===== config.mk =====
export PLATFORM = sky130hd
export DESIGN_NAME = interboard_tx_sched
export DESIGN_NICKNAME = d
export VERILOG_FILES = /design/src/rtl/interboard_tx_sched_pkg.sv /design/src/rtl/interboard_tx_sched_rr_arbiter.sv /design/src/rtl/interboard_tx_sched.sv
export SDC_FILE = /design/constraint.sdc
export NUM_CORES = 1
export LEC_CHECK = 0
export CAP_MARGIN = 20
export CELL_PAD_IN_SITES_DETAIL_PLACEMENT = 1
export CELL_PAD_IN_SITES_GLOBAL_PLACEMENT = 1
export CORE_ASPECT_RATIO = 1.2
export CORE_MARGIN = 5
export CORE_UTILIZATION = 30
export DETAILED_ROUTE_END_ITERATION = 6
export PLACE_DENSITY = 0.7
export SLEW_MARGIN = 20
export SYNTH_ARGS = -nofsm -noshare
export SYNTH_HDL_FRONTEND = slang
export SYNTH_SLANG_ARGS = --single-unit

===== constraint.sdc =====
create_clock -name clk -period 4.1 [get_ports clk]
set_input_delay 0.82 -clock clk [delete_from_list [all_inputs] [get_ports clk]]
set_output_delay 0.82 -clock clk [all_outputs]
set_load 0.05 [all_outputs]

===== src/rtl/interboard_tx_sched_pkg.sv =====
// Shared definitions for the interboard transmit scheduler: FSM state codes,
// requester indices, slot payload type and an index-width helper.
package interboard_tx_sched_pkg;

  localparam logic [1:0] TXS_IDLE     = 2'd0;
  localparam logic [1:0] TXS_ISSUE    = 2'd1;
  localparam logic [1:0] TXS_WAIT_ACK = 2'd2;
  localparam logic [1:0] TXS_GAP      = 2'd3;

  localparam int TXREQ_GAME = 0;
  localparam int TXREQ_MENU = 1;

  typedef struct packed {
    logic [2:0] msg_type;
    logic [4:0] number;
  } tx_msg_t;

  // Width needed to index n items, never less than one bit.
  function automatic int idx_width(input int n);
    return (n > 1) ? $clog2(n) : 1;
  endfunction

endpackage


===== src/rtl/interboard_tx_sched_rr_arbiter.sv =====
// Combinational rotate-priority search: first valid index at or after ptr_i,
// wrapping modulo N.
module interboard_tx_sched_rr_arbiter
  import interboard_tx_sched_pkg::*;
#(
  parameter int N  = 2,
  parameter int IW = idx_width(N)
) (
  input  logic [N-1:0]  valid_i,
  input  logic [IW-1:0] ptr_i,
  output logic [IW-1:0] grant_o,
  output logic          any_valid_o
);

  int idx;

  // Walk from farthest to nearest so the nearest valid index wins.
  always_comb begin
    grant_o     = '0;
    any_valid_o = |valid_i;
    idx         = 0;
    for (int k = N - 1; k >= 0; k--) begin
      idx = (int'(ptr_i) + k) % N;
      if (valid_i[idx[IW-1:0]]) grant_o = idx[IW-1:0];
    end
  end

endmodule


===== src/rtl/interboard_tx_sched.sv =====
// Round-robin scheduler for the single interboard transmit link.
// Optional timeout/retry build: define INTERBOARD_TX_RETRY_EN.
module interboard_tx_sched
  import interboard_tx_sched_pkg::*;
#(
  parameter int NUM_REQ     = 2,
  parameter int GAP_CYC     = 4,
  parameter int TIMEOUT_CYC = 1000000,
  parameter int MAX_RETRY   = 3
) (
  input  logic                   clk,
  input  logic                   rst,
  input  logic                   interboard_rst,
  input  logic [NUM_REQ-1:0]     req_en,
  input  logic [3*NUM_REQ-1:0]   req_msg_type,
  input  logic [5*NUM_REQ-1:0]   req_number,
  output logic [NUM_REQ-1:0]     req_busy,
  output logic [NUM_REQ-1:0]     req_done,
  output logic [NUM_REQ-1:0]     req_drop,
  output logic                   tx_en,
  output logic [2:0]             tx_msg_type,
  output logic [4:0]             tx_number,
  input  logic                   tx_ready,
  output logic [1:0]             dbg_state_o
);

  localparam int IW       = idx_width(NUM_REQ);
  localparam int GW       = idx_width(GAP_CYC + 1);
  localparam int GAP_LAST = (GAP_CYC > 0) ? GAP_CYC - 1 : 0;

  logic                srst;
  logic [1:0]          state_q, state_d;
  logic [NUM_REQ-1:0]  valid_q, valid_d;
  tx_msg_t             slot_q [NUM_REQ];
  tx_msg_t             slot_d [NUM_REQ];
  logic [IW-1:0]       gnt_q, gnt_d, ptr_q, ptr_d, arb_gnt;
  logic                arb_any;
  logic [GW-1:0]       gap_q, gap_d;
  logic [NUM_REQ-1:0]  done_q, done_d, drop_q, drop_d;
  logic                ack, abandon, sending;

`ifdef INTERBOARD_TX_RETRY_EN
  localparam int TW = idx_width(TIMEOUT_CYC);
  localparam int RW = idx_width(MAX_RETRY + 1);
  logic [TW-1:0] to_q, to_d;
  logic [RW-1:0] retry_q, retry_d;
`endif

  assign srst = rst | interboard_rst;

  interboard_tx_sched_rr_arbiter #(.N(NUM_REQ), .IW(IW)) u_arb (
    .valid_i     (valid_q),
    .ptr_i       (ptr_q),
    .grant_o     (arb_gnt),
    .any_valid_o (arb_any)
  );

  always_comb begin
    state_d = state_q;
    gnt_d   = gnt_q;
    ptr_d   = ptr_q;
    gap_d   = gap_q;
    ack     = 1'b0;
    abandon = 1'b0;
`ifdef INTERBOARD_TX_RETRY_EN
    to_d    = to_q;
    retry_d = retry_q;
`endif
    case (state_q)
      TXS_IDLE: begin
        if (arb_any) begin
          gnt_d   = arb_gnt;
          state_d = TXS_ISSUE;
`ifdef INTERBOARD_TX_RETRY_EN
          retry_d = '0;
`endif
        end
      end
      TXS_ISSUE: begin
        state_d = TXS_WAIT_ACK;
`ifdef INTERBOARD_TX_RETRY_EN
        to_d    = '0;
`endif
      end
      TXS_WAIT_ACK: begin
        if (tx_ready) begin
          ack = 1'b1;
        end
`ifdef INTERBOARD_TX_RETRY_EN
        // An ack coinciding with the timeout wins over the retry.
        else if (to_q == TW'(TIMEOUT_CYC - 1)) begin
          if (retry_q == RW'(MAX_RETRY)) begin
            abandon = 1'b1;
          end else begin
            retry_d = retry_q + 1'b1;
            state_d = TXS_ISSUE;
          end
        end else begin
          to_d = to_q + 1'b1;
        end
`endif
        if (ack || abandon) begin
          ptr_d   = (gnt_q == IW'(NUM_REQ - 1)) ? '0 : gnt_q + 1'b1;
          gap_d   = '0;
          state_d = (GAP_CYC > 0) ? TXS_GAP : TXS_IDLE;
        end
      end
      default: begin
        if (gap_q >= GW'(GAP_LAST)) state_d = TXS_IDLE;
        else                        gap_d   = gap_q + 1'b1;
      end
    endcase
  end

  // A slot being freed this cycle may be refilled in the same cycle.
  always_comb begin
    for (int i = 0; i < NUM_REQ; i++) begin
      valid_d[i] = valid_q[i];
      slot_d[i]  = slot_q[i];
      done_d[i]  = ack && (gnt_q == IW'(i));
      drop_d[i]  = abandon && (gnt_q == IW'(i));
      if ((ack || abandon) && (gnt_q == IW'(i))) valid_d[i] = 1'b0;
      if (req_en[i]) begin
        if (!valid_d[i]) begin
          valid_d[i]          = 1'b1;
          slot_d[i].msg_type  = req_msg_type[3*i +: 3];
          slot_d[i].number    = req_number[5*i +: 5];
        end else begin
          drop_d[i] = 1'b1;
        end
      end
    end
  end

  always_ff @(posedge clk) begin
    if (srst) begin
      state_q <= TXS_IDLE;
      valid_q <= '0;
      gnt_q   <= '0;
      ptr_q   <= '0;
      gap_q   <= '0;
      done_q  <= '0;
      drop_q  <= '0;
      for (int i = 0; i < NUM_REQ; i++) slot_q[i] <= '0;
`ifdef INTERBOARD_TX_RETRY_EN
      to_q    <= '0;
      retry_q <= '0;
`endif
    end else begin
      state_q <= state_d;
      valid_q <= valid_d;
      gnt_q   <= gnt_d;
      ptr_q   <= ptr_d;
      gap_q   <= gap_d;
      done_q  <= done_d;
      drop_q  <= drop_d;
      for (int i = 0; i < NUM_REQ; i++) slot_q[i] <= slot_d[i];
`ifdef INTERBOARD_TX_RETRY_EN
      to_q    <= to_d;
      retry_q <= retry_d;
`endif
    end
  end

  assign sending     = (state_q == TXS_ISSUE) || (state_q == TXS_WAIT_ACK);
  assign tx_en       = (state_q == TXS_ISSUE);
  assign tx_msg_type = sending ? slot_q[gnt_q].msg_type : 3'd0;
  assign tx_number   = sending ? slot_q[gnt_q].number   : 5'd0;
  assign req_busy    = valid_q;
  assign req_done    = done_q;
  assign req_drop    = drop_q;
  assign dbg_state_o = state_q;

endmodule


======== Word-level counts from Yosys, hierarchy flattened ========
Memories as Yosys holds them, arrays and structs flattened. A register that Yosys moved wholly into a read port is not among the register bits.
Index checks and enable logic that the tools add are counted.
storage, ports and cells
  register bits after elaboration ......... 13
  memory bits (writable) .................. 16
  output and inout bits ................... 17
  memories ................................ 1
memories
  name    depth  width  read ports  clocked after memory_dff  write ports  line                       RTL
  slot_q  2      8      1           1                         2            interboard_tx_sched.sv:34  tx_msg_t slot_q [NUM_REQ];
cells by class
  add/sub/neg operators ................... 3
  magnitude comparators ................... 3
  equal/unequal tests ..................... 9
  mux-type cells .......................... 36
  bitwise logic cells ..................... 7
  reduce and logical (&&, ||, !) cells .... 15
operators by type and width
  cell                 number
  $mux 8               6
  $mux 1               21
  $reduce_and 3->1     4
  $mux 3               3
  $ne 2x2->1 const B   4
  $reduce_or 2->1      4
  $mux 2               3
  $pmux 2 s3           1
  $pmux 3 s2           1
  $mux 5               1
  $lt 1x2->1 const B   2
  $not 1->1            4
  $reduce_and 2->1     2
  $reduce_bool 4->1    1
  $add 3x1->3 const B  1
  $ge 3x2->1 const B   1
  $or 1x1->1           3
  $add 1x1->1 const B  2
  $eq 2x1->1 const B   1
  $eq 2x2->1 const B   1
  $logic_and 1x1->1    2
  $logic_not 2->1      1
  $ne 1x1->1 const B   2
  $ne 2x1->1 const B   1
  $logic_or 1x1->1     1

======== Logic depth before layout (Yosys ltp) ========
  depth in word-level cells ............... 8
  mapped depth ............................ 8
  mapped depth without buffers ............ 5

======== Cells and area by module ========
Synthesis repeated with hierarchy kept, for this count alone.
unflattened totals
  cells, all modules ...................... 148
  area total of the unflattened synthesis .. 1,570.3 um^2
modules (own cells, without submodules)
  module                          instances  cells an instance  area each (um^2)  sequential area each (um^2)
  interboard_tx_sched             1          145                1,552.7           760.7
  interboard_tx_sched_rr_arbiter  1          3                  17.5              0.0

======== Least setup slack after synthesis ========
No wires, ideal clock.
  kind .................................... reg-to-output
  start point ............................. register state_q[0] (netlist: dbg_state_o[0])
  end point ............................... output port tx_msg_type[0]
  arrival ................................. 1,909 ps
  required time ........................... 3,280 ps
  path slack .............................. 1,371 ps
  cell stages (with the launch flop) ...... 4
  buffers on the path ..................... 0
  cells stage by stage .................... dfxtp_1 -> inv_1 -> ha_1 -> nor2b_1
between the ends
  longest elaborated chain between the ends .. 3
  elaborated cells on any way between the ends .. 4
RTL lines
  element                                          line                        RTL
  start: declaration                               interboard_tx_sched.sv:32   logic [1:0] state_q, state_d;
  start signal: assignment                         interboard_tx_sched.sv:150  state_q <= state_d;
  $eq 2x1->1 / $eq 2x2->1 (equally long branches)  interboard_tx_sched.sv:165  assign sending = (state_q == TXS_ISSUE) || (state_q == TXS_WAIT_ACK);
  $logic_or 1x1->1 (*)                             interboard_tx_sched.sv:165
  $mux 3 (*)                                       interboard_tx_sched.sv:167  assign tx_msg_type = sending ? slot_q[gnt_q].msg_type : 3'd0;
  end: declaration                                 interboard_tx_sched.sv:21   output logic [2:0] tx_msg_type,
Mark *: on every way between the ends. The rest lies on a longest branch, timed or not.

======== Final worst setup path ========
  start point ............................. register state_q[1] (netlist: dbg_state_o[1])
  end point ............................... output port tx_number[0]
between the ends
  longest elaborated chain between the ends .. 3
  elaborated cells on any way between the ends .. 4
RTL lines
  element                                          line                        RTL
  $eq 2x1->1 / $eq 2x2->1 (equally long branches)  interboard_tx_sched.sv:165
  $logic_or 1x1->1 (*)                             interboard_tx_sched.sv:165
  $mux 5 (*)                                       interboard_tx_sched.sv:168  assign tx_number = sending ? slot_q[gnt_q].number : 5'd0;
  end: declaration                                 interboard_tx_sched.sv:22   output logic [4:0] tx_number,
Marks and branches as above.

==> metrics <==
outcome finished, final reports clean; clock share of power 0.361; type of the worst setup path reg2out; pins over their slew limit 0; largest net degree at the start of global routing 24; DR vias/cell 4.869; gr ovfl total 0; Fin. Hold Viols 0; #FFs+latches synth 30; fin crit period 3007 ps; max_cap viols 0; Comb power frac 0.144; Filler cells 565; final setup violating endpoints 0; drt drc 0; internal power 509.3 uW; RSZ-0062 raised after global routing no; fmax 332.6 MHz; Switch Pwr 176.3 uW; commonest cells after routing, fill and taps aside clkdlybuf4s50_1, nand2_1, a21oi_1; Slew HR 0.6447; worst-path fanout max 9; Area Growth Syn to Fin 33.56%; Post-CTS Setup Bufs 0; synthesized area 1499 um2; core area 4905 um2; I/O Pins 39; vias in the first global route 1253; leak pwr 0.0007105 uW; crit share post-route 0.7334; clk slew on worst S/H paths 70 ps; DRT Pass-1 Iters 4; Layout Nets 212; Initial Util 0.3056; PD cells 342.4 nW/um2; VDD IR max 0.0001382 V; Synth warnings 0; Critical Path RT 3280 ps; final clock skew 2.313 ps; total number of H-tree levels 2; Initial DRC Count 45; Rows 28; first-pass GRT wire length 5982 um; most common cell after layout, fill and taps aside clkdlybuf4s50_1; Via Count 1193; area of the multi-input gates 660.6 um2; initial antenna violation count 0; FF/Latch Area 760.7 um2; TritonCTS Buffers 5; Fin Setup TNS 0 ps; HP Class reg2reg; Clock Latency Late Sink 280 ps; final instance area 2002 um2; root buf cell clkbuf_8; CTS tree yes; Netlist cell types 31; critical path data arrival time 2190 ps; hold bufs inserted after CTS 0; IO Port Bufs 38; GP Congestion 0.7371; Tot Pwr 685.5 uW; final wirelength 3604 um; DIE AREA 6516 um2; share of layout cells above drive strength 1 0.07568; CP Capture Type output pin; post-cts sizing count 0; hold depth 2; Cells after Synth 146; Syn Area/Cell 10.27 um2; DR WL/cell 14.71 um; clock sinks 30; Die Wd 74.53 um; Worst Setup Start Kind register; gr usage total 0.1229; Routed Antenna Nets 0; switching portion of total power 0.2571; post-synthesis sequential area ratio 0.5075; ANT cells 0; DP Wirelength 2660 um; worst reg-to-reg path cell count 5; maximum root-to-sink buffer count 2; Chip Height 87.43 um; Placement Cell Area 1907 um2; Syn Nets 174; Worst-Margin Slew 532.9 ps; sequential share of power 0.495
[state kept, by name, indices dropped and copies added, names as in the netlist, named ones only]
signal	cells
slot_q	16
gap_q	3
dbg_state_o	2
req_busy	2
req_done	2
req_drop	2
gnt_q	1
ptr_q	1
[power groups by stage]
stage / Combinational [uW] / Clock (uW) / Sequential (uW)
3_5_place_dp: 99.1 / 0 / 346
6_report: 98.9 / 247 / 339
3_3_place_gp: 96.9 / 0 / 345
2_1_floorplan: 55.4 / 0 / 349
5_1_grt: 108 / 264 / 341
4_1_cts: 100 / 250 / 340
[final timing paths]
kind | from | endpoint | slack [ps]
worst max-delay path | dbg_state_o[1]$_SDFFE_PP0P_ | tx_number[0] | 1090
worst min-delay path | dbg_state_o[0]$_SDFFE_PP0P_ | dbg_state_o[0]$_SDFFE_PP0P_ | 530
worst max register to register | dbg_state_o[0]$_SDFFE_PP0P_ | slot_q[1][6]$_SDFFCE_PN0P_ | 1920
worst min register to register | dbg_state_o[0]$_SDFFE_PP0P_ | dbg_state_o[0]$_SDFFE_PP0P_ | 530
[metrics by stage]
| stage | util | hold slack, ps | setup WS [ps] | cells |
|---|---|---|---|---|
| 6_report | 0.4082 | 526.0 | 1093 | 245 |
| 5_1_grt | 0.4082 | 565.4 | 939.6 | 245 |
| 4_1_cts | 0.4082 | 533.0 | 1054 | 245 |
| 3_5_place_dp | 0.3888 | 526.6 | 1363 | 237 |
| 3_3_place_gp | 0.3888 | 492.9 | 1451 | 237 |
| 2_1_floorplan | - | 461.2 | 1371 | 146 |
[Yosys cell counts, drive strengths merged]
| library cell | instances | share of area |
|---|---|---|
| nand2 | 24 | 0.060 |
| a21oi | 21 | 0.070 |
| edfxtp | 16 | 0.32 |
| dfxtp | 14 | 0.19 |
| mux2i | 11 | 0.073 |
| nor2b | 9 | 0.038 |
| nor2 | 7 | 0.018 |
| buf | 6 | 0.032 |
| ha | 6 | 0.050 |
| inv | 6 | 0.015 |
| nor3 | 6 | 0.023 |
| clkbuf | 2 | 0.0050 |
| nand2b | 2 | 0.0083 |
| nand3 | 2 | 0.0067 |
| nand3b | 2 | 0.013 |
| a211o | 1 | 0.0058 |
| a211oi | 1 | 0.013 |
| a21o | 1 | 0.0050 |
| a221oi | 1 | 0.010 |
| a32oi | 1 | 0.0058 |
| and3 | 1 | 0.0042 |
| nor4bb | 1 | 0.0067 |
| o21ai | 1 | 0.011 |
| o311ai | 1 | 0.0058 |
| o31ai | 1 | 0.0050 |
| or2 | 1 | 0.0042 |
| or3 | 1 | 0.0042 |
[logic make-up after synthesis]
kind of cell	count (synthesis)	synth area share
and+or+nand+nor	56	0.1853
buffers and inverters	14	0.05175
AOI/OAI and AO/OA	29	0.1319
DFF	30	0.5075
muxes	11	0.07346
adders and majority gates	6	0.05008
[per-layer routing]
layer	vias up	track usage	wire length [um]
met5	-	0	0
met4	0	0.07282	82
met3	9	0.02309	141
met2	30	0.1974	1806
met1	571	0.1502	1573
li1	583	-	-
[critical path, cell delays in order (launching register included)]
cell             delay [ps]
dfxtp_1                 410
inv_1                    90
ha_1                    400
nor2b_1                 180
clkdlybuf4s50_1         820
[layout make-up]
cell class              instances  area share
clock inverters                 2    0.006250
well taps                      60     0.03750
flip-flops and latches         30      0.3800
multi-input cells             102      0.3300
clock buffers                   6     0.04125
inverters                       6     0.01125
repair buffers                 39      0.1938
No activity file was read; power rests on OpenSTA's default activity.
==> RTL change (config.mk and constraints unchanged) <==
Add a define of `INTERBOARD_TX_RETRY_EN`.
--- a/src/rtl/interboard_tx_sched.sv
+++ b/src/rtl/interboard_tx_sched.sv
@@ -2,2 +2,4 @@
 // Optional timeout/retry build: define INTERBOARD_TX_RETRY_EN.
+`define INTERBOARD_TX_RETRY_EN
+
 module interboard_tx_sched
Formal check against the unedited RTL: same outputs for any inputs over 10 cycles, from zero or initial values; that may be too few to reach the edited logic, so the function may still have changed.
==> RTL change against the original RTL <==
Routed wire length is 71% higher. Worst setup slack worse by 0.25 ns. Area after synthesis is 72% higher. Design area is 59% higher. Power is 39% higher. Utilization is 3.5 points lower. Final cell count is 79% higher. Sequential cell count is 22 higher. Largest power group unchanged.
==> RTL change: results (changes against the original RTL) <==
INFO  metric status = complete, no violations (unchanged)
INFO  metric post_synth_xor_area_fraction = 0.04066 (was 0)
INFO  metric routed_length_per_placed_instance = 14.08 um (was 14.71 um)
INFO  metric drtPass1Iterations = 5 (was 4)
INFO  metric insertedDiodeCount = 0 (unchanged)
INFO  metric synth_compound_area_frac = 0.1355 (was 0.1319)
INFO  metric totalWireLength = 6168 um (was 3604 um)
INFO  metric placedInstanceArea = 0.003083 sq mm (was 0.001907 sq mm)
INFO  metric grt_start_max_net_pins = 30 (was 24)
INFO  metric final_layout_size_suffix_gt1_frac = 0.09657 (was 0.07568)
INFO  metric synth_adder_area_share = 0.03872 (was 0.05008)
INFO  metric dr.first_iter.drc_count = 90 (was 45)
INFO  metric swShare = 0.2413 (was 0.2571)
INFO  metric ff_to_ff_setup_slack = 1.57 ns (was 1.92 ns)
INFO  metric pre_cts_slack = 1.131 ns (was 1.363 ns)
INFO  metric peakVddDrop = 118.6 uV (was 138.2 uV)
INFO  metric post_synth_main_area_contributors = dfxtp_1 (28%), edfxtp_1 (19%), nor2_1 (6.4%), nand2_1 (4.5%), ha_1 (3.9%) (was edfxtp_1 (32%), dfxtp_1 (19%), mux2i_1 (7.3%), a21oi_1 (7.0%), nand2_1 (6.0%))
INFO  metric worst-endpoint-arrival = 2.43 ns (was 2.19 ns)
INFO  metric clkLatencyLatePin = 0.30 ns (was 0.28 ns)
INFO  metric groute.usage.overall = 0.1214 (was 0.1229)
INFO  metric synthesis.instances = 282 (was 146)
INFO  metric clk_pin_slew = 0.09 ns (was 0.07 ns)
INFO  metric leakage_power_total = 0.001116 uW (was 0.0007105 uW)
INFO  metric final_worst_hold_slack = 0.4995 ns (was 0.5260 ns)
INFO  metric grt_pass1_vias = 2,285 (was 1,253)
INFO  metric vias_per_cell = 4.890 (was 4.869)
INFO  metric final_min_period_over_clock_period = 0.7931 (was 0.7334)
INFO  metric slew_headroom = 0.4952 (was 0.6447)
INFO  metric synth-seq-area-share = 0.4647 (was 0.5075)
INFO  metric timing.clock.skew = 0.01225 ns (was 0.002313 ns)
INFO  metric grt_first_pass_wirelength = 10,580 um (was 5982 um)
INFO  metric multiplexer_fraction_of_the_synthesized_cell_area = 0.03098 (was 0.07346)
INFO  metric synth_common_cells = nor2_1 (44), dfxtp_1 (36), nand2_1 (31), edfxtp_1 (16), a21oi_1 (15) (was nand2_1 (24), a21oi_1 (21), edfxtp_1 (16), dfxtp_1 (14), mux2i_1 (11))
INFO  metric layout.nets = 350 (was 212)
INFO  metric synth.net_count = 312 (was 174)
INFO  metric numPlacedInstances = 430 (was 237)
==> RTL change: cell types whose count changed after synthesis, sizes merged, moves of 9 or more <==
cell   delta
nor2b     -9
nand3     +9
dfxtp    +22
nor2     +37
o21ai    +12
xor2     +11
==> RTL change: path summary, 6_finish.rpt <==
check                      start      endpoint  cells past startpoint
hold / removal        retry_q[1]    retry_q[1]                      2
setup / recovery  dbg_state_o[0]  tx_number[2]                      5
hold reg to reg       retry_q[1]    retry_q[1]                      2
setup reg to reg         to_q[0]  slot_q[0][6]                      7
==> RTL change: worst max-delay path: stages (launching register included) <==
cell,delay [ns]
dfxtp_1,0.43
inv_1,0.12
ha_1,0.34
clkinv_1,0.25
nor2_1,0.17
clkdlybuf4s50_1,0.82
==> RTL change: logic make-up after synthesis <==
family,count (synthesis)
fa+ha+maj,8
buf+inv,23
xor+xnor,12
simple gates,126
compound gates,53
flops,52
mux,8
==> RTL change: power groups by stage <==
stage          combinational [uW]  clock, uW  sequential [uW]
4_1_cts                       112        310              551
3_3_place_gp                  110          0              562
6_report                      110        295              551
3_5_place_dp                  111          0              563
5_1_grt                       121        331              553
2_1_floorplan                59.6          0              566
==> RTL change: area by class of cell <==
cell class	instances	area, sq um
Timing Repair Buffer	43	417.9
Tap cell	117	146.4
Clock inverter	2	10.01
Sequential cell	52	1201
Fill cell	1009	5343
Clock buffer	6	82.58
Inverter	11	41.29
Multi-Input combinational cell	207	1276
==> RTL change: layer usage <==
layer,vias to the layer above,share of wire,global-route usage
li1,1073,-,-
met1,1030,0.45,0.1448
met2,35,0.50,0.2164
met3,4,0.048,0.03041
met4,0,0.0041,0.02695
met5,-,0,0
